--- config.mk ---
export PLATFORM = sky130hd
export DESIGN_NAME = cache_flush_walker
export DESIGN_NICKNAME = d
export VERILOG_FILES = /design/src/rtl/cache_flush_walker_pkg.sv /design/src/rtl/cache_flush_ctr.sv /design/src/rtl/cache_flush_walker.sv
export SDC_FILE = /design/constraint.sdc
export NUM_CORES = 1
export LEC_CHECK = 0
export CORE_MARGIN = 4
export CORE_UTILIZATION = 48
export CTS_CLUSTER_DIAMETER = 40
export DETAILED_ROUTE_END_ITERATION = 8
export PLACE_DENSITY = 0.83
export SYNTH_ARGS = -nofsm -noshare
export SYNTH_HDL_FRONTEND = slang
export SYNTH_SLANG_ARGS = --single-unit
--- constraint.sdc ---
create_clock -name clk -period 3 [get_ports clk]
set_input_delay 0.75 -clock clk [delete_from_list [all_inputs] [get_ports clk]]
set_output_delay 0.75 -clock clk [all_outputs]
set_load 0.01 [all_outputs]
--- src/rtl/cache_flush_walker_pkg.sv ---
// Shared definitions for the cache flush walker: FSM state encoding and
// default geometry used by the walker and its set/way counter.
package cache_flush_walker_pkg;

    typedef enum logic [2:0] {
        IDLE      = 3'd0,
        READ      = 3'd1,
        CHECK     = 3'd2,
        WRITEBACK = 3'd3,
        CLEAN     = 3'd4,
        DONE      = 3'd5
    } flush_state_e;

    localparam int DEF_NUMWAYS  = 4;
    localparam int DEF_NUMLINES = 128;
    localparam int LOGNUMLINES  = $clog2(DEF_NUMLINES);

endpackage

--- src/rtl/cache_flush_ctr.sv ---
// Set counter plus one-hot way rotator for the flush walk. Ways advance
// first; the set index increments when the way rotator wraps.
module cache_flush_ctr
    import cache_flush_walker_pkg::*;
#(
    parameter int NUMWAYS  = DEF_NUMWAYS,
    parameter int NUMLINES = DEF_NUMLINES,
    parameter int SETLEN   = LOGNUMLINES
) (
    input  logic               clk,
    input  logic               reset,
    input  logic               clr,
    input  logic               adv,
    output logic [SETLEN-1:0]  adr,
    output logic [NUMWAYS-1:0] way,
    output logic               last
);

    localparam logic [NUMWAYS-1:0] WAY0     = {{(NUMWAYS-1){1'b0}}, 1'b1};
    localparam logic [SETLEN-1:0]  ADR_LAST = SETLEN'(NUMLINES - 1);

    logic [SETLEN-1:0]  adr_q, adr_d;
    logic [NUMWAYS-1:0] way_q, way_d;
    logic               wrap;

    assign wrap = way_q[NUMWAYS-1];

    always_comb begin
        adr_d = adr_q;
        way_d = way_q;
        if (clr) begin
            adr_d = '0;
            way_d = WAY0;
        end else if (adv) begin
            way_d = {way_q[NUMWAYS-2:0], way_q[NUMWAYS-1]};
            // NUMLINES is a power of two, so ADR_LAST doubles as the index mask
            // that keeps bits above the real set index at zero.
            if (wrap) begin
                adr_d = (adr_q + 1'b1) & ADR_LAST;
            end
        end
    end

    always_ff @(posedge clk) begin
        if (reset) begin
            adr_q <= '0;
            way_q <= WAY0;
        end else begin
            adr_q <= adr_d;
            way_q <= way_d;
        end
    end

    assign adr  = adr_q;
    assign way  = way_q;
    assign last = (adr_q == ADR_LAST) && wrap;

endmodule

--- src/rtl/cache_flush_walker.sv ---
// Flush sequencer: visits every (set, way), writes back valid+dirty lines,
// clears their dirty bits and pulses FlushDone when the whole cache is clean.
module cache_flush_walker
    import cache_flush_walker_pkg::*;
#(
    parameter int NUMWAYS  = DEF_NUMWAYS,
    parameter int NUMLINES = DEF_NUMLINES,
    parameter int SETLEN   = LOGNUMLINES
) (
    input  logic               clk,
    input  logic               reset,
    input  logic               FlushCache,
    input  logic               FlushStage,
    input  logic [NUMWAYS-1:0] ValidWay,
    input  logic [NUMWAYS-1:0] DirtyWay,
    input  logic               BusAck,
    output logic [SETLEN-1:0]  FlushAdr,
    output logic [NUMWAYS-1:0] FlushWay,
    output logic               WriteBackReq,
    output logic               ClearDirty,
    output logic               FlushBusy,
    output logic               FlushDone
);

    flush_state_e state_q, state_d;
    logic         abort_q, abort_d;
    logic         ctr_clr, ctr_adv, last, hit;

    cache_flush_ctr #(
        .NUMWAYS  (NUMWAYS),
        .NUMLINES (NUMLINES),
        .SETLEN   (SETLEN)
    ) u_ctr (
        .clk   (clk),
        .reset (reset),
        .clr   (ctr_clr),
        .adv   (ctr_adv),
        .adr   (FlushAdr),
        .way   (FlushWay),
        .last  (last)
    );

    assign hit = |(ValidWay & DirtyWay & FlushWay);

    always_comb begin
        state_d      = state_q;
        abort_d      = 1'b0;
        ctr_clr      = 1'b0;
        ctr_adv      = 1'b0;
        WriteBackReq = 1'b0;
        ClearDirty   = 1'b0;
        FlushDone    = 1'b0;
        FlushBusy    = (state_q != IDLE);

        unique case (state_q)
            IDLE: begin
                ctr_clr = 1'b1;
                if (FlushCache) state_d = READ;
            end
            READ: begin
                if (FlushStage) begin
                    state_d = IDLE;
                    ctr_clr = 1'b1;
                end else begin
                    state_d = CHECK;
                end
            end
            CHECK: begin
                if (FlushStage) begin
                    state_d = IDLE;
                    ctr_clr = 1'b1;
                end else if (hit) begin
                    state_d = WRITEBACK;
                end else if (last) begin
                    state_d = DONE;
                end else begin
                    state_d = READ;
                    ctr_adv = 1'b1;
                end
            end
            WRITEBACK: begin
                // A bus transfer cannot be cancelled; remember the abort and
                // honour it once the transfer completes.
                WriteBackReq = 1'b1;
                abort_d      = abort_q | FlushStage;
                if (BusAck) begin
                    abort_d = 1'b0;
                    if (abort_q | FlushStage) begin
                        state_d = IDLE;
                        ctr_clr = 1'b1;
                    end else begin
                        state_d = CLEAN;
                    end
                end
            end
            CLEAN: begin
                ClearDirty = 1'b1;
                if (FlushStage) begin
                    state_d = IDLE;
                    ctr_clr = 1'b1;
                end else if (last) begin
                    state_d = DONE;
                end else begin
                    state_d = READ;
                    ctr_adv = 1'b1;
                end
            end
            DONE: begin
                FlushDone = ~FlushStage;
                state_d   = IDLE;
                ctr_clr   = 1'b1;
            end
            default: begin
                state_d = IDLE;
                ctr_clr = 1'b1;
            end
        endcase
    end

    always_ff @(posedge clk) begin
        if (reset) begin
            state_q <= IDLE;
            abort_q <= 1'b0;
        end else begin
            state_q <= state_d;
            abort_q <= abort_d;
        end
    end

endmodule

==> metrics.yaml, run 1 <==
status:
  status: "finished, final reports clean"
worst_setup_path:
  end_kind: "output pin"
  required_ps: 2250
  r2r_start: "u_ctr.adr[0]"
  start_kind: "flip-flop"
  worst-path-max-fanout: 11
  crit_type: "reg2out"
  crit_arrival_ps: 2030
  startpoint: "state_q[0]"
finish:
  nNetsFinal: 155
  syn_to_final_growth_pct: 38.9
  drive_gt1_share_pct: 12.1
  n_antenna_cell: 0
  fin_area_um2: 1200
power_and_ir_drop:
  pwr-share-comb_pct: 12.4
  ir_worst_vdd_uv: 180
  powerDensity_nw_per_um2: 309
  intPower_mw: 0.276
  power_mw: 0.370
  clkPwrFrac_pct: 32.4
  p_sw_share_pct: 25.4
  p_leak_nw: 0.405
  power_switching_mw: 0.0940
  power_frac_seq_pct: 55.1
sta:
  setup_slack_ps: 221
  min_period_ps: 2780
  rsz0062_at_grt: "no"
  worst_pin_slew_ps: 483
  fin_tns_setup_ps: 0
  hold_violations: 0
  final.period_utilization_pct: 92.6
  fin_worst_skew_ps: 7.35
  slew_headroom_pct: 67.8
  fmax_mhz: 360
  setup_viol: 0
  finalMaxSlewViolations: 0
floorplan:
  io_pins: 28
  dieArea_um2: 2540
  start_util_pct: 50.5
  rows: 15
  fp.dieW_um: 50.4
  die_h_um: 50.4
  core_um2: 1710
placed_design:
  placed_cell_area_um2: 1170
  place_ws_ps: 315
  dp_hpwl_um: 1660
  routabilityCongestion: 0.799
  port_buffers: 27
route:
  drc_errors: 0
  wirelength_um: 2200
  wire_per_inst_um: 13.3
  ant_nets: 0
  vias_per_cell: 5.70
  dr.pass1.iters: 4
  drtIter0Drc: 11
  dr_total_vias: 940
synth:
  async_reset_ff_share_pct: 0
  ys_ff_latch: 15
  seq_area_frac_synth_pct: 34.8
  syn_inst: 110
  yosysWarnings: 0
  synth_edf_count: 0
  synth_area_per_cell_um2: 7.84
  syn-cell-area_um2: 862
  synthDistinctLibCells: 33
  ys.flop_type: "dfxtp_1"
  synthesis.nets: 124
cts:
  root_buffer: "clkbuf_4"
  tritoncts: "done"
  cts_hold_buf: 0
  cts_resized: 0
  clock_sinks: 15
  cts.path.max_buffers: 2
  clk_latency_ps: 290
  cts.clk_slew.worst_paths_ps: 90
  cts_max_level: 1
  cts_inserted_buffers: 3
  post_cts_buffers: 0
flow_run:
  drv_cap: 0
global_routing:
  grt-ovfl-total: 0
  grt_pass1_wl_um: 3770
  grt_pass1_vias: 864
  grt_max_degree: 15
  grt_util_all_layers_pct: 18.6
  antenna_found_initial: 0
hold_path:
  hold_class: "reg2reg"
  min_from: "u_ctr.adr[4]"
==> sequential cells by signal, summed over array words and instances (netlist names) <==
signal,cells
u_ctr.adr,7
u_ctr.way,4
abort_q,1
state_q,3
==> worst max-delay path: stages, from the launching register on <==
cell and delay (ps):
dfxtp_1 590, inv_1 120, or3_1 430, inv_1 70
clkdlybuf4s50_1 530
==> routing by layer <==
| layer | track usage (%) | routed length, um | vias up |
|---|---|---|---|
| li1 | - | - | 480 |
| met2 | 30.2 | 1070 | 24 |
| met5 | 0 | 0 | - |
| met4 | 5.38 | 12 | 0 |
| met1 | 25.1 | 1020 | 434 |
| met3 | 3.26 | 100 | 2 |
==> area by class of cell <==
type                            count  area [um^2]
Clock buffer                        3         22.5
Clock inverter                      1         5.00
Fill cell                         144          510
Inverter                            4         15.0
Multi-Input combinational cell     86          523
Sequential cell                    15          300
Tap cell                           25         31.3
Timing Repair Buffer               31          300
==> cell usage after synthesis, types with 2 or more instances <==
library cell  number  area (um^2)
nor2_1             7         26.3
o21ai_0            9         45.0
inv_1              4         15.0
nand3_1           11         55.1
buf_2              4         20.0
or3_1              3         18.8
a21oi_1           12         60.1
and3_2             4         30.0
nor3b_1            2         15.0
o31ai_1            5         37.5
a31oi_1            2         12.5
nand2_1            8         30.0
dfxtp_1           15          300
or4_1              4         30.0
nor2b_1            2         12.5
==> per-stage QoR <==
stage               util (%)  instances  hold WS [ps]
floorplan                  -        110           467
global placement        68.5        161           474
detailed placement      68.5        161           489
CTS                     70.1        165           504
global route            70.1        165           520
finish                  70.1        165           504
==> power groups by stage <==
stage	registers [mW]	logic, mW	clock network [mW]
6_report	0.204	0.0460	0.120
3_5_place_dp	0.208	0.0460	0
3_3_place_gp	0.208	0.0451	0
4_1_cts	0.204	0.0461	0.120
2_1_floorplan	0.206	0.0215	0
5_1_grt	0.204	0.0511	0.129
==> cells in the final DEF, fill, tap and decap left out, drive strengths merged, types with 2 or more instances in the layout <==
master	netlist	layout
clkdlybuf4s50	0	27
dfxtp	15	15
a21oi	12	12
nand3	12	12
o21ai	9	9
nand2	8	8
nor2	8	8
o31ai	6	6
and3	5	5
inv	4	4
or4	4	4
buf	4	4
or3	3	3
clkbuf	1	3
nor3b	2	2
nor2b	2	2
a31oi	2	2
nor3	2	2
==> final timing paths <==
path	endpoint	slack [ps]	cells after the start
worst max-delay path	WriteBackReq	220	4
worst min-delay path	u_ctr.adr[4]	500	2
worst max register to register	u_ctr.adr[5]	1030	6
worst min register to register	u_ctr.adr[4]	500	2
==> kinds of logic (layout without fill, tap and decap cells) <==
| kind of cell | Yosys count | in the layout | synth area share [%] |
|---|---|---|---|
| simple gates | 49 | 49 | 32.4 |
| compound gates | 35 | 35 | 25.8 |
| buf+inv | 9 | 39 | 4.50 |
| flops | 15 | 15 | 34.8 |
| xor+xnor | 1 | 1 | 1.02 |
| fa+ha+maj | 1 | 1 | 1.45 |
Power figures use the tool's default switching activity.
==> run 2: changes to the inputs <==
--- a/config.mk
+++ b/config.mk
@@ -9,6 +9,7 @@
 export CORE_UTILIZATION = 48
 export CTS_CLUSTER_DIAMETER = 40
 export DETAILED_ROUTE_END_ITERATION = 8
+export MAX_ROUTING_LAYER = met4
 export PLACE_DENSITY = 0.83
 export SYNTH_ARGS = -nofsm -noshare
 export SYNTH_HDL_FRONTEND = slang
==> run 2 against run 1 <==
Wire length grew 0.23%. Non-clock buffer count unchanged. Sequential power barely moved. Final area is the same. Critical path type unchanged. Combinational power is essentially flat. Core utilization stayed put. Largest cell class unchanged. Clock skew about the same. Die area is the same. Register-to-register slack about the same. Via count stayed put. Critical path depth is the same.
==> metrics.yaml, run 2 (synthesis results as in run 1) <==
worst_setup_path:
  required_ps: 2250  # about the same
  r2r_slack_ps: 1030  # about the same
  startpoint: "state_q[0]"
  start_kind: "flip-flop"
  end_kind: "output pin"
  r2r_start: "u_ctr.adr[0]"
  crit_type: "reg2out"
  worst-path-max-fanout: 11  # unchanged
  crit_arrival_ps: 2030  # about the same
  reg2reg_depth: 6  # unchanged
  worstSetupEndpoint: "WriteBackReq"
  r2r-end: "u_ctr.adr[5]"
sta:
  final.period_utilization_pct: 92.6  # about the same
  hold_violations: 0  # unchanged
  fmax_mhz: 360  # about the same
  worst_pin_slew_ps: 483  # +0.408 ps
  min_period_ps: 2780  # +0.0230 ps
  whs_ps: 504  # +0.00300 ps
  slew_headroom_pct: 67.8  # about the same
  setup_viol: 0  # unchanged
  finalMaxSlewViolations: 0  # unchanged
  rsz0062_at_grt: "no"
  fin_tns_setup_ps: 0  # unchanged
  fin_worst_skew_ps: 7.36  # +0.00444 ps
floorplan:
  core_um2: 1710  # unchanged
  start_util_pct: 50.5  # unchanged
  rows: 15  # unchanged
  fp.dieW_um: 50.4  # unchanged
  die_h_um: 50.4  # unchanged
  io_pins: 28  # unchanged
  dieArea_um2: 2540  # unchanged
power_and_ir_drop:
  p_leak_nw: 0.405  # unchanged
  power_switching_mw: 0.0940  # about the same
  powerDensity_nw_per_um2: 309  # about the same
  ir_worst_vdd_uv: 180  # about the same
  intPower_mw: 0.276  # unchanged
  pwr-share-comb_pct: 12.4  # about the same
  power_mw: 0.370  # about the same
  p_sw_share_pct: 25.4  # about the same
  clkPwrFrac_pct: 32.4  # about the same
  power_frac_seq_pct: 55.1  # about the same
cts:
  post_cts_buffers: 0  # unchanged
  cts_max_level: 1  # unchanged
  cts.clk_slew.worst_paths_ps: 90  # about the same
  cts.path.max_buffers: 2  # unchanged
  clk_latency_ps: 290  # about the same
  tritoncts: "done"
  clock_sinks: 15  # unchanged
  cts_inserted_buffers: 3  # unchanged
  cts_hold_buf: 0  # unchanged
  cts_resized: 0  # unchanged
  root_buffer: "clkbuf_4"
global_routing:
  grt_pass1_vias: 863  # -0.12%
  grt_max_degree: 15  # unchanged
  grt_pass1_wl_um: 3780  # +0.19%
  grt-ovfl-total: 0  # unchanged
  antenna_found_initial: 0  # unchanged
  grt_util_all_layers_pct: 19.1  # +0.50 points
route:
  wirelength_um: 2210  # +0.23%
  ant_nets: 0  # unchanged
  dr.pass1.iters: 4  # unchanged
  wire_per_inst_um: 13.4  # +0.23%
  drtIter0Drc: 13  # +2
  vias_per_cell: 5.70  # unchanged
  dr_total_vias: 940  # unchanged
  drc_errors: 0  # unchanged
finish:
  n_antenna_cell: 0  # unchanged
  syn_to_final_growth_pct: 38.9  # unchanged
  final_common_cell: "clkdlybuf4s50_1"
  largest_reg_flops: 7  # unchanged
  nNetsFinal: 155  # unchanged
  mostFrequentLayoutCells: "clkdlybuf4s50_1, dfxtp_1, a21oi_1, nand3_1, o21ai_0"
  drive_gt1_share_pct: 12.1  # unchanged
hold_path:
  hold_class: "reg2reg"
placed_design:
  routabilityCongestion: 0.810  # +1.4%
  dp_hpwl_um: 1660  # unchanged
  port_buffers: 27  # unchanged
flow_run:
  drv_cap: 0  # unchanged
status:
  status: "finished, final reports clean"
## run 2: cell counts in the layout (fill, tap and decap cells not counted)
Identical to the previous run, type by type.
## run 2: worst max-delay path: stages (launching register included)
cell and delay, ps:
dfxtp_1 590, inv_1 120, or3_1 430, inv_1 70, clkdlybuf4s50_1 530
## run 2: through the flow
step / worst slack (ps) / area, um^2 / utilization [%] / cells
2_1_floorplan: 1090 / 862 / - / 110
3_3_place_gp: 319 / 1170 / 68.5 / 161
3_5_place_dp: 315 / 1170 / 68.5 / 161
4_1_cts: 226 / 1200 / 70.1 / 165
5_1_grt: 84.8 / 1200 / 70.1 / 165
6_report: 221 / 1200 / 70.1 / 165
## run 2: area by class of cell
cell class / count / area, um^2
clock buffer: 3 / 22.5
inverter: 4 / 15.0
clock inverter: 1 / 5.00
tap: 25 / 31.3
fill: 144 / 510
multi-input combinational: 86 / 523
timing repair buffer: 31 / 300
sequential: 15 / 300
## run 2: how the worst min path moves through the flow
stage | startpoint | endpoint | slack, ps | cells past startpoint
4_1_cts | u_ctr.adr[5] | u_ctr.adr[5] | 500 | 2
3_5_place_dp | u_ctr.adr[4] | u_ctr.adr[4] | 490 | 2
5_1_grt | u_ctr.adr[5] | u_ctr.adr[5] | 520 | 2
2_1_floorplan | abort_q | abort_q | 470 | 2
6_report | u_ctr.adr[4] | u_ctr.adr[4] | 500 | 2
3_3_place_gp | u_ctr.adr[5] | u_ctr.adr[5] | 470 | 2
## run 2: layer usage
layer / up-vias / global-route usage [%] / share of wire (%) / wire, um
li1: 480 / - / - / -
met1: 434 / 25.1 / 47 / 1030
met2: 24 / 30.2 / 48 / 1070
met3: 2 / 3.26 / 4.4 / 97
met4: 0 / 5.38 / 0.54 / 12
met5: - / - / 0 / 0
## run 2: power groups by stage
stage               logic [mW]  clock network, mW  registers, mW
floorplan               0.0215                  0          0.206
global placement        0.0451                  0          0.208
detailed placement      0.0460                  0          0.208
CTS                     0.0461              0.120          0.204
global route            0.0511              0.129          0.204
finish                  0.0460              0.120          0.204
